$ cat src/rtl/phc_debounce_pkg.sv
// Shared types and default parameters for the photocell debouncer.
package phc_debounce_pkg;

  // Per-channel debounce FSM encoding.
  typedef enum logic [1:0] {
    StStableHigh = 2'd0,
    StCheckLow   = 2'd1,
    StStableLow  = 2'd2,
    StCheckHigh  = 2'd3
  } phc_state_e;

  localparam int unsigned DebounceCyclesDef = 4;
  localparam int unsigned StuckCyclesDef    = 1000;

endpackage

$ cat src/rtl/phc_channel.sv
// One photocell channel: synchronizer, debounce FSM, fall strobe and stuck-beam detection.
module phc_channel
  import phc_debounce_pkg::*;
#(
  parameter int unsigned DEBOUNCE_CYCLES = DebounceCyclesDef,
  parameter int unsigned STUCK_CYCLES    = StuckCyclesDef
) (
  input  logic clock,
  input  logic reset,
  input  logic raw,
  output logic clean,
  output logic fall_pulse,
  output logic stuck
);

  localparam int unsigned DebW = $clog2(DEBOUNCE_CYCLES + 1);
  localparam int unsigned StkW = $clog2(STUCK_CYCLES + 1);
  // The sample that moves count from D-1 to D completes the debounce.
  localparam logic [DebW-1:0] DebLast = DebW'(DEBOUNCE_CYCLES - 1);
  localparam logic [StkW-1:0] StkMax  = StkW'(STUCK_CYCLES);
  localparam bit SingleSample = (DEBOUNCE_CYCLES == 1);

  logic sync1_q, sync2_q;
  logic samp;

  phc_state_e state_q, state_d;
  logic [DebW-1:0] cnt_q, cnt_d;
  logic clean_q, clean_d;
  logic pulse_q, pulse_d;
  logic [StkW-1:0] stk_q, stk_d;
  logic stuck_q, stuck_d;

  // Two-flop synchronizer; resets to the idle (beam clear) level.
  always_ff @(posedge clock) begin
    if (reset) begin
      sync1_q <= 1'b1;
      sync2_q <= 1'b1;
    end else begin
      sync1_q <= raw;
      sync2_q <= sync1_q;
    end
  end

  assign samp = sync2_q;

  // Debounce next-state: a run of samples opposite the clean level must reach
  // DEBOUNCE_CYCLES; any sample matching the clean level drops the pending change.
  always_comb begin
    state_d = state_q;
    cnt_d   = cnt_q;
    clean_d = clean_q;
    pulse_d = 1'b0;
    unique case (state_q)
      StStableHigh: begin
        if (!samp) begin
          if (SingleSample) begin
            state_d = StStableLow;
            clean_d = 1'b0;
            pulse_d = 1'b1;
          end else begin
            state_d = StCheckLow;
            cnt_d   = DebW'(1);
          end
        end
      end
      StCheckLow: begin
        if (samp) begin
          state_d = StStableHigh;
          cnt_d   = '0;
        end else if (cnt_q >= DebLast) begin
          state_d = StStableLow;
          cnt_d   = '0;
          clean_d = 1'b0;
          pulse_d = 1'b1;
        end else begin
          cnt_d = cnt_q + DebW'(1);
        end
      end
      StStableLow: begin
        if (samp) begin
          if (SingleSample) begin
            state_d = StStableHigh;
            clean_d = 1'b1;
          end else begin
            state_d = StCheckHigh;
            cnt_d   = DebW'(1);
          end
        end
      end
      StCheckHigh: begin
        if (!samp) begin
          state_d = StStableLow;
          cnt_d   = '0;
        end else if (cnt_q >= DebLast) begin
          state_d = StStableHigh;
          cnt_d   = '0;
          clean_d = 1'b1;
        end else begin
          cnt_d = cnt_q + DebW'(1);
        end
      end
    endcase
  end

  // Stuck detection: count cycles spent with clean low, saturating; a return to
  // high clears both the counter and the flag on that same edge.
  always_comb begin
    stk_d = stk_q;
    if (clean_d) begin
      stk_d = '0;
    end else if (!clean_q && (stk_q != StkMax)) begin
      stk_d = stk_q + StkW'(1);
    end
    stuck_d = (stk_d == StkMax);
  end

  // State, counter and output registers.
  always_ff @(posedge clock) begin
    if (reset) begin
      state_q <= StStableHigh;
      cnt_q   <= '0;
      clean_q <= 1'b1;
      pulse_q <= 1'b0;
      stk_q   <= '0;
      stuck_q <= 1'b0;
    end else begin
      state_q <= state_d;
      cnt_q   <= cnt_d;
      clean_q <= clean_d;
      pulse_q <= pulse_d;
      stk_q   <= stk_d;
      stuck_q <= stuck_d;
    end
  end

  assign clean      = clean_q;
  assign fall_pulse = pulse_q;
  assign stuck      = stuck_q;

endmodule

$ cat src/rtl/phc_debounce.sv
// Entry/exit photocell conditioner: two independent debounced channels.
module phc_debounce
  import phc_debounce_pkg::*;
#(
  parameter int unsigned DEBOUNCE_CYCLES = DebounceCyclesDef,
  parameter int unsigned STUCK_CYCLES    = StuckCyclesDef
) (
  input  logic clock,
  input  logic reset,
  input  logic phcOne_raw,
  input  logic phcTwo_raw,
  output logic phcOne,
  output logic phcTwo,
  output logic enterPulse,
  output logic leavePulse,
  output logic stuckOne,
  output logic stuckTwo
);

  phc_channel #(
    .DEBOUNCE_CYCLES(DEBOUNCE_CYCLES),
    .STUCK_CYCLES   (STUCK_CYCLES)
  ) u_one (
    .clock     (clock),
    .reset     (reset),
    .raw       (phcOne_raw),
    .clean     (phcOne),
    .fall_pulse(enterPulse),
    .stuck     (stuckOne)
  );

  phc_channel #(
    .DEBOUNCE_CYCLES(DEBOUNCE_CYCLES),
    .STUCK_CYCLES   (STUCK_CYCLES)
  ) u_two (
    .clock     (clock),
    .reset     (reset),
    .raw       (phcTwo_raw),
    .clean     (phcTwo),
    .fall_pulse(leavePulse),
    .stuck     (stuckTwo)
  );

endmodule

$ cat config.mk
export PLATFORM = sky130hd
export DESIGN_NAME = phc_debounce
export DESIGN_NICKNAME = d
export VERILOG_FILES = /design/src/rtl/phc_debounce_pkg.sv /design/src/rtl/phc_channel.sv /design/src/rtl/phc_debounce.sv
export SDC_FILE = /design/constraint.sdc
export NUM_CORES = 1
export LEC_CHECK = 0
export CORE_MARGIN = 2
export CORE_UTILIZATION = 55
export CTS_CLUSTER_DIAMETER = 80
export DETAILED_ROUTE_END_ITERATION = 16
export GPL_ROUTABILITY_DRIVEN = 0
export GPL_TIMING_DRIVEN = 0
export PLACE_DENSITY = 0.81
export SKIP_LAST_GASP = 1
export SYNTH_ARGS = -nofsm -noshare
export SYNTH_HDL_FRONTEND = slang
export SYNTH_SLANG_ARGS = --single-unit
$ cat constraint.sdc
create_clock -name clock -period 5.5 [get_ports clock]
set_input_delay 1.1 -clock clock [delete_from_list [all_inputs] [get_ports clock]]
set_output_delay 1.1 -clock clock [all_outputs]
set_load 0.005 [all_outputs]
==> results.yml <==
synthesis:
  syn_area_sq_um: 1973
  synth_top_area_share_pct: 40.58
  synth_nets: 232
  yosysSeqAreaShare_pct: 40.58
  yosys-top-cells-area: "dfxtp_1 41%, nor2_1 6.5%, ha_1 5.1%, xnor2_1 4.9%, a21oi_1 3.0%"
  yosysWarningCount: 0
  synth-main-ff-cell: "dfxtp_1"
  avgSynthCellArea_sq_um: 8.969
  synth_common_cells: "40 x dfxtp_1, 34 x nor2_1, 12 x a21oi_1, 11 x inv_1, 11 x xnor2_1"
  async_flop_share_pct: 0
  synth_edf_count: 0
  synthDistinctLibCells: 52
  synth_most_common_cell: "dfxtp_1"
  yosysTopAreaCell: "dfxtp_1"
  synthCells: 220
  ys_ff_latch: 40
cts:
  cts_tree: "built"
  cts_root_buf: "clkbuf_4"
  hold_buffers: 0
  numCtsBuffers: 5
  post-cts-setup-buffers: 0
  htreeDepth: 2
  clk_latency_ns: 0.35
  clock-sinks: 40
  path_clk_slew_ns: 0.11
  cts.path.max_buffers: 2
  post_cts_resize_count: 0
global_route:
  grt_pass1_vias: 1384
  overflow: 0
  antenna_found_initial: 0
  grt_max_degree: 13
  grt_usage_pct: 18.25
  grt_pass1_wl_microns: 5871
floorplanning:
  die_h_microns: 63.90
  dieArea_sq_um: 4083
  start_util_pct: 58.21
  rows: 21
  fp.dieW_microns: 63.90
  coreArea_sq_um: 3390
  pin_count: 10
timing:
  hold_viol_final: 0
  setup_ws_ns: 3.014
  maxSlewHeadroom_pct: 66.15
  maxSlewViolCount: 0
  rsz0062_at_grt: "false"
  setup_viol: 0
  fin_crit_sh_pct: 45.19
  skew_ns: 0.009855
  fin_crit_ns: 2.486
  fmax_mhz: 402.3
  worstMarginPinSlew_ns: 0.5022
  finalSetupTns_ns: 0
  holdWs_ns: 0.4222
worst_setup_path:
  crit_slowest_cell: "clkdlybuf4s50_1"
  crit_type: "reg2out"
  cp_top_family: "buffers and inverters"
  cpPeakStageDelay_ns: 0.55
  cp_num_buf_inv: 1
  worstReg2RegStart: "u_two.cnt_q[0]$_SDFFE_PP0P_"
  critPathCaptureType: "output port"
  cp-endpoint: "phcTwo"
  reg2regPathDepth: 8
  cp_cell_sequence: "clkdlybuf4s50_1"
  worstPathArrival_ns: 1.39
  cp.required_ns: 4.40
  worst-path-stages: 1
  reg2reg_to: "u_two.stk_q[6]$_SDFF_PP0_"
  start_kind: "flop"
  regToRegSetupSlack_ns: 3.43
  crit_fanout: 7
  startpoint: "u_two.clean$_SDFF_PP1_"
place:
  pre_cts_ws_ns: 2.629
  port_buffers: 9
  dp_hpwl_microns: 2403
pwr:
  p_per_area_nw_per_um2: 233.4
  peakVddDrop_uv: 198.4
  power_leakage_nw: 0.7439
route:
  drc: 0
  wl_per_cell_microns: 11.50
  route.vias.total: 1555
  detail_route.wirelength_microns: 3254
  drtIter0Drc: 86
  antenna_left: 0
  viasPerCell: 5.495
  first_pass_iters: 4
run:
  drv_cap: 0
layout:
  area_delta_synth_final_pct: 10.65
  diodes: 0
  drive_gt1_share_pct: 9.705
  finalNetCount: 248
hold_path:
  min_path_type: "reg2reg"
status:
  status: "completed"
-- per-layer routing --
| layer | global-route usage, % | vias up | routed length (microns) |
|---|---|---|---|
| met3 | 5.986 | 5 | 134 |
| met4 | 7.065 | 0 | 37 |
| li1 | - | 812 | - |
| met2 | 30.08 | 22 | 1511 |
| met5 | 0 | - | 0 |
| met1 | 21.94 | 716 | 1571 |
-- final cells by class --
class / count / area (sq um)
Sequential cell: 40 / 800.8
Clock buffer: 7 / 55.05
Multi-Input combinational cell: 163 / 1104
Buffer: 6 / 27.53
Tap cell: 46 / 57.56
Timing Repair Buffer: 9 / 90.09
Inverter: 11 / 41.29
Fill cell: 267 / 1206
Clock inverter: 1 / 7.507
-- where the power goes --
group	switching, mW	leakage [nW]	internal (mW)
Combinational	0.0265	0.388	0.0244
Clock	0.0914	0.0315	0.0626
Sequential	0.00848	0.324	0.296
Total	0.126	0.744	0.383
-- layout by cell type (no fill, tap or decap), types with 6 or more instances in the layout --
| cell | n |
|---|---|
| a21oi_1 | 12 |
| clkdlybuf4s50_1 | 9 |
| dfxtp_1 | 40 |
| ha_1 | 8 |
| inv_1 | 11 |
| nand2_1 | 10 |
| nand3_1 | 7 |
| nor2_1 | 34 |
| nor3_1 | 8 |
| xnor2_1 | 11 |
| xor2_1 | 6 |
-- registers in the layout (all words and copies together), names as in the netlist, named ones only --
signal            flops
u_one.cnt_q           3
u_two.stk_q          10
u_one.sync1_q         1
u_two.samp            1
u_two.sync1_q         1
u_two.fall_pulse      1
u_two.cnt_q           3
u_two.state_q         1
u_one.clean           1
u_one.stuck           1
u_two.clean           1
u_one.samp            1
u_one.fall_pulse      1
u_one.stk_q          10
u_two.stuck           1
u_one.state_q         1
-- worst min path at each step --
stage | start | endpoint | slack, ns | depth (start not counted)
after floorplan | u_one.sync1_q$_SDFF_PP1_ | u_one.samp$_SDFF_PP1_ | 0.39 | 1
after global placement | u_one.sync1_q$_SDFF_PP1_ | u_one.samp$_SDFF_PP1_ | 0.39 | 1
after detailed placement | u_two.sync1_q$_SDFF_PP1_ | u_two.samp$_SDFF_PP1_ | 0.40 | 1
after CTS | u_two.sync1_q$_SDFF_PP1_ | u_two.samp$_SDFF_PP1_ | 0.43 | 1
after global routing | u_one.sync1_q$_SDFF_PP1_ | u_one.samp$_SDFF_PP1_ | 0.43 | 1
final | u_two.sync1_q$_SDFF_PP1_ | u_two.samp$_SDFF_PP1_ | 0.42 | 1
-- per-stage QoR --
step                instances  util [%]  total power, mW  instance area (sq um)
floorplan                 220         -           0.3463                   1973
global placement          275     62.57           0.3615                   2121
detailed placement        275     62.57           0.3627                   2121
CTS                       283     64.41           0.5151                   2183
global route              283     64.41           0.5346                   2183
finish                    283     64.41           0.5096                   2183
-- cell families after synthesis --
family / synth area share [%]
AO/OA/AOI/OAI: 14.52
AND/OR/NAND/NOR: 27.77
buffers and inverters: 3.487
adder cells (fa/ha/maj): 5.073
XOR/XNOR: 7.546
flip-flops: 40.58
multiplexers: 1.015
Power figures use the tool's default switching activity.
==> RTL edit: new RTL, same flow settings <==
Change the package constant `StuckCyclesDef` from 1000 to 500.
--- a/src/rtl/phc_debounce_pkg.sv
+++ b/src/rtl/phc_debounce_pkg.sv
@@ -10,7 +10,7 @@
   } phc_state_e;
 
   localparam int unsigned DebounceCyclesDef = 4;
-  localparam int unsigned StuckCyclesDef    = 1000;
+  localparam int unsigned StuckCyclesDef    = 500;
 
 endpackage
 
Behaviour: no difference found for any inputs over 10 cycles, from zero or initial values and one cycle with reset high; that may be too few to reach the edited logic, so the function may still have changed.
==> RTL edit against the unedited design <==
- first-iteration DRC count fell by 3.5%
- worst setup slack better by 120 ps
- sequential cell count decreased by 2
- sequential power fell by 6.9%
- final cell count shrank 8.5%
- routed wire length rose by 5.3%
- final area fell by 5.7%
- count of clock-buffer cells in the layout is 1 lower
- area after synthesis fell by 7.2%
- register-to-register slack worse by 290 ps
- total power increased by 0.98%
- sequential share of layout area grew 0.28 points
- clock power rose by 28%
- critical path type is now input port to register
- largest power group unchanged
- highest routed layer unchanged
==> RTL edit: results (changes against the unedited design) <==
grt_pass1_wl_um: 5820  # -0.94%
irDropWorstVdd_mv: 0.140  # -29%
min_to: "u_one.samp$_SDFF_PP1_"
fin_cells: 259  # -8.5%
finClkSkew_ps: 13.9  # +4.03 ps
r2r_slack_ps: 3140  # -290 ps
leakagePower_uw: 0.000752  # +1.1%
syn_nets: 211  # -9.1%
nets: 227  # -8.5%
worstMarginPinSlew_ps: 596  # +93.3 ps
cp_max_fo: 10  # +3
rr_endpoint: "u_two.stuck$_SDFF_PP0_"
finalWirelength_um: 3430  # +5.3%
synthAdderAreaFrac_pct: 5.46  # +0.39 points
first_pass_iters: 4  # unchanged
layout-drive-gt1-share_pct: 11.2  # +1.5 points
stdcell_area_mm2: 0.00206  # -5.7%
via_count: 1455  # -6.4%
seq_area_frac_synth_pct: 41.5  # +0.95 points
synthMuxAreaShare_pct: 1.16  # +0.15 points
reg_top3: "u_one.stk_q (9), u_two.stk_q (9)"
synth_commonest_cells: "dfxtp_1, nor2_1, inv_1"
synth_compound_area_share_pct: 12.6  # -2.0 points
synth_cell_types: 51  # -1.9%
synth_xor_area_share_pct: 7.65  # +0.10 points
nFillCells: 269  # +0.75%
status: "finished clean"
dpl_cell_area_mm2: 0.00198  # -6.8%
first_global_vias: 1404  # +1.4%
syn_area_per_cell_um2: 9.20  # +2.6%
worstHoldStart: "u_one.sync1_q$_SDFF_PP1_"
dr.first_iter.drc_count: 83  # -3.5%
## RTL edit: worst max-delay path by stage
stage,endpoint,cells after the start,from,slack (ps)
floorplan,u_two.stuck$_SDFF_PP0_,8,u_two.cnt_q[0]$_SDFFE_PP0P_,3340
global placement,u_one.stuck$_SDFF_PP0_,6,reset,2790
detailed placement,u_one.stuck$_SDFF_PP0_,6,reset,2730
CTS,u_two.stuck$_SDFF_PP0_,8,u_two.cnt_q[0]$_SDFFE_PP0P_,3110
global route,u_one.stuck$_SDFF_PP0_,6,reset,3040
finish,u_one.stuck$_SDFF_PP0_,6,reset,3130
## RTL edit: metrics by stage
stage | setup WS, ps | hold slack (ps)
2_1_floorplan | 3340 | 389
3_3_place_gp | 2790 | 391
3_5_place_dp | 2730 | 401
4_1_cts | 3110 | 427
5_1_grt | 3040 | 450
6_report | 3130 | 424
## RTL edit: layout make-up
type / count / area share [%]
Clock inverter: 1 / 1.46
Tap cell: 44 / 2.67
Timing Repair Buffer: 9 / 4.38
Multi-Input combinational cell: 141 / 47.3
Sequential cell: 38 / 37.0
Inverter: 12 / 2.19
Buffer: 8 / 2.55
Clock buffer: 6 / 2.49
## RTL edit: worst max-delay path, stage by stage
cell and delay (ps):
clkdlybuf4s50_1 490, nor3_1 50, and3_1 200, nor3_2 520
nand2b_1 210, nor4_1 60
## RTL edit: cell families (layout without fill, tap and decap cells)
| group | after synthesis | in the layout |
|---|---|---|
| simple gates | 84 | 84 |
| compound gates | 31 | 31 |
| fa+ha+maj | 8 | 8 |
| mux | 2 | 2 |
| flops | 38 | 38 |
| buf+inv | 20 | 36 |
| xor+xnor | 16 | 16 |
## RTL edit: where the power goes
group / switching (uW) / internal [uW]
clock: 91.4 / 106
combinational: 17.9 / 15.0
sequential: 4.29 / 280
total: 114 / 401
## RTL edit: metal layers
metal  GRT usage, %  share of wire (%)  vias up
met2           35.9                 50       24
met3           7.25                3.6        9
met5              0                  0        -
met4           10.9                2.3        0
li1               -                  -      738
met1           23.0                 44      684
